==> src/rtl/bcd_pkg.sv <==
// Shared BCD constants, sequencer state type and a digit validity helper.
// Used by bcd_digit_add and bcd_serial_adder.
package bcd_pkg;

    localparam int         BCD_DIGIT_W = 4;
    localparam logic [3:0] BCD_MAX     = 4'd9;
    localparam logic [3:0] BCD_CORR    = 4'd6;

    typedef enum logic [1:0] {
        IDLE = 2'd0,
        RUN  = 2'd1,
        DONE = 2'd2
    } state_t;

    function automatic logic digit_invalid(input logic [3:0] d);
        return (d > BCD_MAX);
    endfunction

endpackage

==> src/rtl/bcd_digit_add.sv <==
// Combinational single-digit BCD adder: a + b + carry-in with +6 decimal correction.
// Out-of-range digits follow the same rule, so the result is always defined.
module bcd_digit_add
    import bcd_pkg::*;
(
    input  logic [3:0] i_a,
    input  logic [3:0] i_b,
    input  logic       i_cin,
    output logic [3:0] o_digit,
    output logic       o_carry
);

    logic [4:0] w_t;

    always_comb begin
        w_t     = {1'b0, i_a} + {1'b0, i_b} + {4'b0000, i_cin};
        o_carry = (w_t > {1'b0, BCD_MAX});
        // (t + 6) mod 16 is the same as adding 6 to the low nibble only
        o_digit = o_carry ? (w_t[3:0] + BCD_CORR) : w_t[3:0];
    end

endmodule

==> src/rtl/bcd_serial_adder.sv <==
// Digit-serial multi-digit BCD adder: one digit pair per clock, LS digit first.
// Optional non-BCD operand flag o_bcd_err when BCD_SERIAL_ADDER_CHECK_EN is defined.
//
// state | meaning
// IDLE  | waiting for i_start; sum/cout hold the previous result
// RUN   | adding digit r_idx each clock, carry rippled in r_carry
// DONE  | one cycle after the last digit; done pulse drops, back to IDLE
module bcd_serial_adder
    import bcd_pkg::*;
#(
    parameter int DIGITS = 4
) (
    input  logic                  i_clk,
    input  logic                  i_rst_n,
    input  logic                  i_start,
    input  logic [4*DIGITS-1:0]   i_a,
    input  logic [4*DIGITS-1:0]   i_b,
    input  logic                  i_cin,
    output logic                  o_busy,
    output logic                  o_done,
    output logic [4*DIGITS-1:0]   o_sum,
    output logic                  o_cout
`ifdef BCD_SERIAL_ADDER_CHECK_EN
    ,
    output logic                  o_bcd_err
`endif
);

    localparam int IDX_W = (DIGITS > 1) ? $clog2(DIGITS) : 1;
    localparam logic [IDX_W-1:0] LAST_IDX = IDX_W'(DIGITS - 1);

    state_t              r_state;
    logic [IDX_W-1:0]    r_idx;
    logic                r_carry;
    logic [4*DIGITS-1:0] r_a;
    logic [4*DIGITS-1:0] r_b;
    logic [4*DIGITS-1:0] r_sum;
    logic                r_cout;
    logic                r_busy;
    logic                r_done;

    logic [3:0] w_a_d;
    logic [3:0] w_b_d;
    logic [3:0] w_digit;
    logic       w_carry;

    assign w_a_d = r_a[BCD_DIGIT_W*r_idx +: BCD_DIGIT_W];
    assign w_b_d = r_b[BCD_DIGIT_W*r_idx +: BCD_DIGIT_W];

    bcd_digit_add u_digit_add (
        .i_a     (w_a_d),
        .i_b     (w_b_d),
        .i_cin   (r_carry),
        .o_digit (w_digit),
        .o_carry (w_carry)
    );

`ifdef BCD_SERIAL_ADDER_CHECK_EN
    logic r_err;
    assign o_bcd_err = r_err;

    always_ff @(posedge i_clk or negedge i_rst_n) begin
        if (!i_rst_n) begin
            r_err <= 1'b0;
        end else if (r_state == IDLE && i_start) begin
            r_err <= 1'b0;
        end else if (r_state == RUN) begin
            r_err <= r_err | digit_invalid(w_a_d) | digit_invalid(w_b_d);
        end
    end
`endif

    always_ff @(posedge i_clk or negedge i_rst_n) begin
        if (!i_rst_n) begin
            r_state <= IDLE;
            r_idx   <= '0;
            r_carry <= 1'b0;
            r_a     <= '0;
            r_b     <= '0;
            r_sum   <= '0;
            r_cout  <= 1'b0;
            r_busy  <= 1'b0;
            r_done  <= 1'b0;
        end else begin
            case (r_state)
                IDLE: begin
                    r_done <= 1'b0;
                    if (i_start) begin
                        r_a     <= i_a;
                        r_b     <= i_b;
                        r_carry <= i_cin;
                        r_idx   <= '0;
                        r_sum   <= '0;
                        r_busy  <= 1'b1;
                        r_state <= RUN;
                    end
                end
                RUN: begin
                    r_sum[BCD_DIGIT_W*r_idx +: BCD_DIGIT_W] <= w_digit;
                    r_carry <= w_carry;
                    if (r_idx == LAST_IDX) begin
                        r_cout  <= w_carry;
                        r_busy  <= 1'b0;
                        r_done  <= 1'b1;
                        r_state <= DONE;
                    end else begin
                        r_idx <= r_idx + IDX_W'(1);
                    end
                end
                DONE: begin
                    r_done  <= 1'b0;
                    r_state <= IDLE;
                end
                default: begin
                    r_busy  <= 1'b0;
                    r_done  <= 1'b0;
                    r_state <= IDLE;
                end
            endcase
        end
    end

    assign o_busy = r_busy;
    assign o_done = r_done;
    assign o_sum  = r_sum;
    assign o_cout = r_cout;

endmodule
==> config.mk <==
export PLATFORM = sky130hd
export DESIGN_NAME = bcd_serial_adder
export DESIGN_NICKNAME = d
export VERILOG_FILES = /design/src/rtl/bcd_pkg.sv /design/src/rtl/bcd_digit_add.sv /design/src/rtl/bcd_serial_adder.sv
export SDC_FILE = /design/constraint.sdc
export NUM_CORES = 1
export LEC_CHECK = 0
export CAP_MARGIN = 40
export CELL_PAD_IN_SITES_DETAIL_PLACEMENT = 1
export CELL_PAD_IN_SITES_GLOBAL_PLACEMENT = 1
export CORE_AREA = 4 4 103 75
export DETAILED_ROUTE_END_ITERATION = 10
export DIE_AREA = 0 0 107 79
export GPL_TIMING_DRIVEN = 0
export MAX_ROUTING_LAYER = met4
export PLACE_DENSITY_LB_ADDON = 0.15
export REMOVE_ABC_BUFFERS = 1
export SETUP_SLACK_MARGIN = 0.5
export SLEW_MARGIN = 20
export SYNTH_ARGS = -nofsm -noshare
export SYNTH_HDL_FRONTEND = slang
export SYNTH_HIERARCHICAL = 1
export SYNTH_SLANG_ARGS = --single-unit
export TNS_END_PERCENT = 100
==> constraint.sdc <==
create_clock -name i_clk -period 10.9 [get_ports i_clk]
set_input_delay 1.635 -clock i_clk [delete_from_list [all_inputs] [get_ports i_clk]]
set_output_delay 1.635 -clock i_clk [all_outputs]
set_load 0.03 [all_outputs]
* After elaboration in Yosys (flattened, before gate mapping)
Cells that the tools add are included.
Storage, ports and cells: register bits after elaboration 56, input bits 36, output and inout port bits 19, logic and storage cells 51
Cells by class: add/subtract/negate cells 5, shift-type cells 4, reduce and logical (&&, ||, !) cells 8, magnitude comparators 1, bitwise operators 1, mux-type cells 17, equality and inequality tests 6
Operators with widths (count):
- 4-bit negator with 34-bit output | 1
- 4-bit by 34-bit variable shift with 16-bit output (first input constant) | 1
- 4-bit by 34-bit indexed part select with 16-bit output | 1
- 16-bit one-hot mux with 2 select lines | 1
- 16-bit by 5-bit indexed part select with 4-bit output | 2
- 16-bit bitwise mux | 1
- 16-bit two-way mux | 1
- 2-bit two-way mux | 4
- 2-bit one-hot mux with 2 select lines | 2
- 2-bit AND reduction | 4
- 2-bit != test (second input constant) | 3
- 3-bit AND reduction | 2
- 4-bit by 4-bit adder with 5-bit output | 1
- 5-bit by 1-bit adder with 5-bit output | 1
- 5-bit by 4-bit > comparator with 1-bit output (second input constant) | 1
- 1-bit two-way mux | 5
- 4-bit by 3-bit adder with 4-bit output (second input constant) | 1
- 2-bit == test (second input constant) | 2
- 4-bit two-way mux | 1
- 1-bit one-hot mux with 3 select lines | 1
- 2-bit by 1-bit adder with 2-bit output (second input constant) | 1
- 2-bit by 1-bit == test with 1-bit output (second input constant) | 1
- 2-bit logical NOT | 1
- 1-bit one-hot mux with 2 select lines | 1
- 2 further kinds | 2

* Longest topological paths before layout
depth after elaboration 8, gate-level depth with buffers 10, depth with buffers taken out 9

* Cells and area by module
Netlist, hierarchy kept.
By module, submodules not included:
- bcd_serial_adder | times used 1, cells each 166, seq. area each 1401.3 µm², area an instance 2692.6 µm²
- bcd_digit_add | times used 1, cells each 22, seq. area each 0.0 µm², area an instance 211.5 µm²

* Worst setup path before layout
Ideal clock, no wire load.
path type register -> register, start register r_idx[0], end register r_sum[14] (netlist: o_sum[14]), required time 10833 ps, path slack 7354 ps, arrival 3479 ps, cell stages (with the launch flop) 11, clock period less this slack 3546 ps, setup time 67 ps, buffers on the path 1, cell sequence dfrtp_1 buf_6 mux4_2 fa_1 fa_1 xnor2_1 ha_1 a31o_1 o31ai_4 mux2i_1 a32o_1
Between the ends: cells in the longest elaborated chain, start to end 8, elaborated cells on any way between the ends 12, classes of those cells 4 x add/sub; 1 x order compare; 4 x shift; 3 x mux
RTL lines:
- start, declared | line bcd_serial_adder.sv:33 | logic [IDX_W-1:0] r_idx;
- start signal, assigned | line bcd_serial_adder.sv:107 | r_idx <= r_idx + IDX_W'(1);
- 16-bit by 5-bit indexed part select with 4-bit output | line bcd_serial_adder.sv:47 | assign w_a_d = r_a[BCD_DIGIT_W*r_idx +: BCD_DIGIT_W];
- named net w_a_d[0] | line bcd_serial_adder.sv:42 | logic [3:0] w_a_d;
- 4-bit by 4-bit adder with 5-bit output | line bcd_digit_add.sv:16 | w_t = {1'b0, i_a} + {1'b0, i_b} + {4'b0000, i_cin};
- 5-bit by 1-bit adder with 5-bit output | line bcd_digit_add.sv:16
- 5-bit by 4-bit > comparator with 1-bit output | line bcd_digit_add.sv:17 | o_carry = (w_t > {1'b0, BCD_MAX});
- named net w_carry | line bcd_serial_adder.sv:45 | logic w_carry;
- 4-bit two-way mux | line bcd_digit_add.sv:19 | o_digit = o_carry ? (w_t[3:0] + BCD_CORR) : w_t[3:0];
- named net w_digit[2] | line bcd_serial_adder.sv:44 | logic [3:0] w_digit;
- 4-bit by 34-bit indexed part select with 16-bit output | line bcd_serial_adder.sv:99 | r_sum[BCD_DIGIT_W*r_idx +: BCD_DIGIT_W] <= w_digit;
- 16-bit bitwise mux | line bcd_serial_adder.sv:99
- 16-bit one-hot mux with 2 select lines | line bcd_serial_adder.sv:85 | case (r_state)
- end signal, assigned by index | line bcd_serial_adder.sv:99
- end, declared | line bcd_serial_adder.sv:37 | logic [4*DIGITS-1:0] r_sum;
The timed path passes the listed nets, and every way through them passes these cells. A chain may end at the register's enable or synchronous reset.

* Worst setup path in the final report
Ends and elaborated chain as after synthesis.

==> impl_metrics.csv <==
group,metric,value,unit
logic_synthesis,ys.warnings.count,6,
sta,rsz0062_at_grt,"no",
clock_tree,clockBufferDepth,2,
floorplanning,core_area,6690,um2
hold_path,hold_path.class,"reg -> reg",
route,drt-initial-drc-count,44,
cells_and_area,multi_input_area,1380,um2
cells_and_area,regArea,1400,um2
hold_path,hold_start,"o_done",
clock_tree,post_cts_buffers,0,
sta,fin_skew,0.00896,ns
placed_design,portBuffers,54,
setup_path,crit_buf_inv,1,
sta,finalSetupTns,0,ns
logic_synthesis,yosysTopAreaCell,"dfrtp_1",
sta,setup_viol,0,
logic_synthesis,synth_common_cells,"56 x dfrtp_1, 30 x mux2_4, 18 x a22o_1",
floorplanning,rows,25,
sta,max-slew-margin-rel,0.534,
grt,grt_first_pass_wirelength,9980,um
sta,period_needed,4.00,ns
setup_path,worstSetupPathType,"reg -> reg",
logic_synthesis,yosysMostFrequentCell,"dfrtp_1",
clock_tree,clock-sinks,56,
setup_path,crit_path_start_kind,"flop",
route,drt-vias-per-instance,5.09,
setup_path,path_delay_family,"adder cells",
route,postRouteAntennaNets,0,
cells_and_area,diodes,0,
grt,grtUsageTotal,0.156,
grt,grt_pass1_vias,1856,
logic_synthesis,synth_seq_cells,56,
cells_and_area,fill_cells,694,
clock_tree,htree_levels,2,
setup_path,worst_setup_path_end_kind,"flop",
grt,grt_overflow,0,
route,wl_per_cell,16.9,um
logic_synthesis,synth-edff-count,0,
clock_tree,clk-insertion-delay-late,0.30,ns
clock_tree,cts_made_buffers,5,
route,drcViolationCount,0,
setup_path,cp_data_arrival_time,4.24,ns
sta,whs,0.493,ns
floorplanning,die_y,79,um
clock_tree,cts_hold_buf,0,
clock_tree,cts-root-buf,"clkbuf_8",
logic_synthesis,async_reset_ff_frac,1.00,
cells_and_area,layout-drive-gt1-share,0.234,
clock_tree,tritoncts,"yes",
logic_synthesis,synth.cell_area,2900,um2
sta,worstMarginPinSlew,0.699,ns
logic_synthesis,synth_cells,188,
logic_synthesis,synth_top_area_frac,0.483,
floorplanning,dieArea,8450,um2
clock_tree,post_cts_resized,0,
placed_design,hpwlAfterDp,4270,um
setup_path,path_max_fanout,9,
placed_design,gp_congestion,0.743,
grt,grt_antenna_before_repair,0,
floorplanning,die_w,107,um
sta,slew_viol_final,0,
clock_tree,clk_pin_slew_worst_paths,0.09,ns
logic_synthesis,syn_avg_cell_area,15.4,um2
floorplanning,initial_utilization,0.434,
route,first_pass_iters,4,
sta,fmax,250,MHz
grt,grt_max_degree,57,
cells_and_area,area_delta_synth_final,23.3,%
setup_path,cp_data_required_time,11.14,ns
setup_path,r2r-start,"r_idx[0]",
cells_and_area,num-nets-final,291,
setup_path,worstSetupStartpoint,"r_idx[0]",
route,route.vias.total,1721,
setup_path,slowest_stage,"dfrtp_1",
logic_synthesis,synth_area_leaders,"dfrtp_1 48%, mux2_4 16%, mux4_2 6.2%",
logic_synthesis,synth.distinct_cells,39,
status,status,"finished, final reports clean",
route,wirelength,5720,um
job,maxCapViolations,0,
setup_path,path_common_cell,"fa_1",
sta,hold_viol,0,
setup_path,cp_cell_sequence,"buf_8 > mux4_2 > fa_1 > fa_1 > xnor2_1 > ha_1 > a31o_1 > o31ai_4 > mux2i_1 > a32o_1",
setup_path,slowest_delay,0.58,ns
sta,finalCritPeriodShare,0.367,
logic_synthesis,synthFlopType,"dfrtp_1",
logic_synthesis,yosysSeqAreaShare,0.483,
floorplanning,pin_count,55,
routing by layer:
metal	track usage	vias to the layer above	part of all wire
met4	0.0383	0	0.0068
met2	0.214	35	0.41
met3	0.0366	2	0.043
met5	-	-	0
met1	0.233	871	0.54
li1	-	813	-
cell type report:
type | count | share of cell area
flip-flops and latches | 56 | 0.391
inverters | 5 | 0.00524
well taps | 94 | 0.0329
repair buffers | 56 | 0.160
multi-input cells | 119 | 0.385
clock buffers | 8 | 0.0252
path summary, 6_finish.rpt:
path                             end  slack, ns  cells past startpoint
setup / recovery           o_sum[14]       6.90                     10
hold / removal                o_done       0.49                      1
setup reg to reg           o_sum[14]       6.90                     10
hold reg to reg               o_done       0.49                      1
max in group asynchronous  o_sum[11]       9.07                      1
min in group asynchronous    r_a[11]       1.38                      1
cells by family (layout without fill, tap and decap cells):
kind of cell	count (synthesis)	in the layout	synth area share
AOI/OAI and AO/OA	38	38	0.106
and+or+nand+nor	24	24	0.0694
adders and majority gates	12	12	0.0569
muxes	43	43	0.236
xor gates and xnor gates	2	2	0.00603
buffers and inverters	13	69	0.0427
DFF	56	56	0.483
worst register-to-register path, stage by stage (launching register included):
cell and delay (ns):
dfrtp_1 0.58, buf_8 0.21, mux4_2 0.54, fa_1 0.49, fa_1 0.42, xnor2_1 0.17, ha_1 0.24, a31o_1 0.23
o31ai_4 0.39, mux2i_1 0.43, a32o_1 0.22
flip-flops by register name, summed over array words and instances, names as in the netlist:
| signal | cells |
|---|---|
| o_sum | 16 |
| r_a | 16 |
| r_b | 16 |
| r_idx | 2 |
| r_state | 2 |
| o_busy | 1 |
| o_cout | 1 |
| o_done | 1 |
| r_carry | 1 |
placed cells by master (no fill, tap or decap), drive strengths merged, types with 2 or more instances in the layout:
| cell type | netlist | layout |
|---|---|---|
| a22o | 18 | 18 |
| ha | 10 | 10 |
| o21ai | 2 | 2 |
| fa | 2 | 2 |
| nand2 | 7 | 7 |
| mux2 | 34 | 34 |
| nor4 | 2 | 2 |
| a21o | 5 | 5 |
| clkdlybuf4s50 | 0 | 53 |
| a21oi | 5 | 5 |
| dfrtp | 56 | 56 |
| and3 | 2 | 2 |
| buf | 7 | 3 |
| mux4 | 8 | 8 |
| nor4b | 2 | 2 |
| clkbuf | 1 | 8 |
| nor2b | 4 | 4 |
| xnor2 | 2 | 2 |
| inv | 5 | 5 |
| nand2b | 2 | 2 |
| nor2 | 2 | 2 |
through the flow:
step | setup slack, ns | cells | util | cell area (um2)
floorplan | 7.21 | 180 | - | 2800
finish | 6.90 | 338 | 0.535 | 3580
global route | 6.68 | 338 | 0.535 | 3580
CTS | 6.87 | 338 | 0.535 | 3580
detailed placement | 6.92 | 330 | 0.521 | 3490
global placement | 6.45 | 328 | 0.516 | 3460
Power is not shown: default switching activity piles up to over one toggle a cycle in this logic, so the estimate is an artifact.
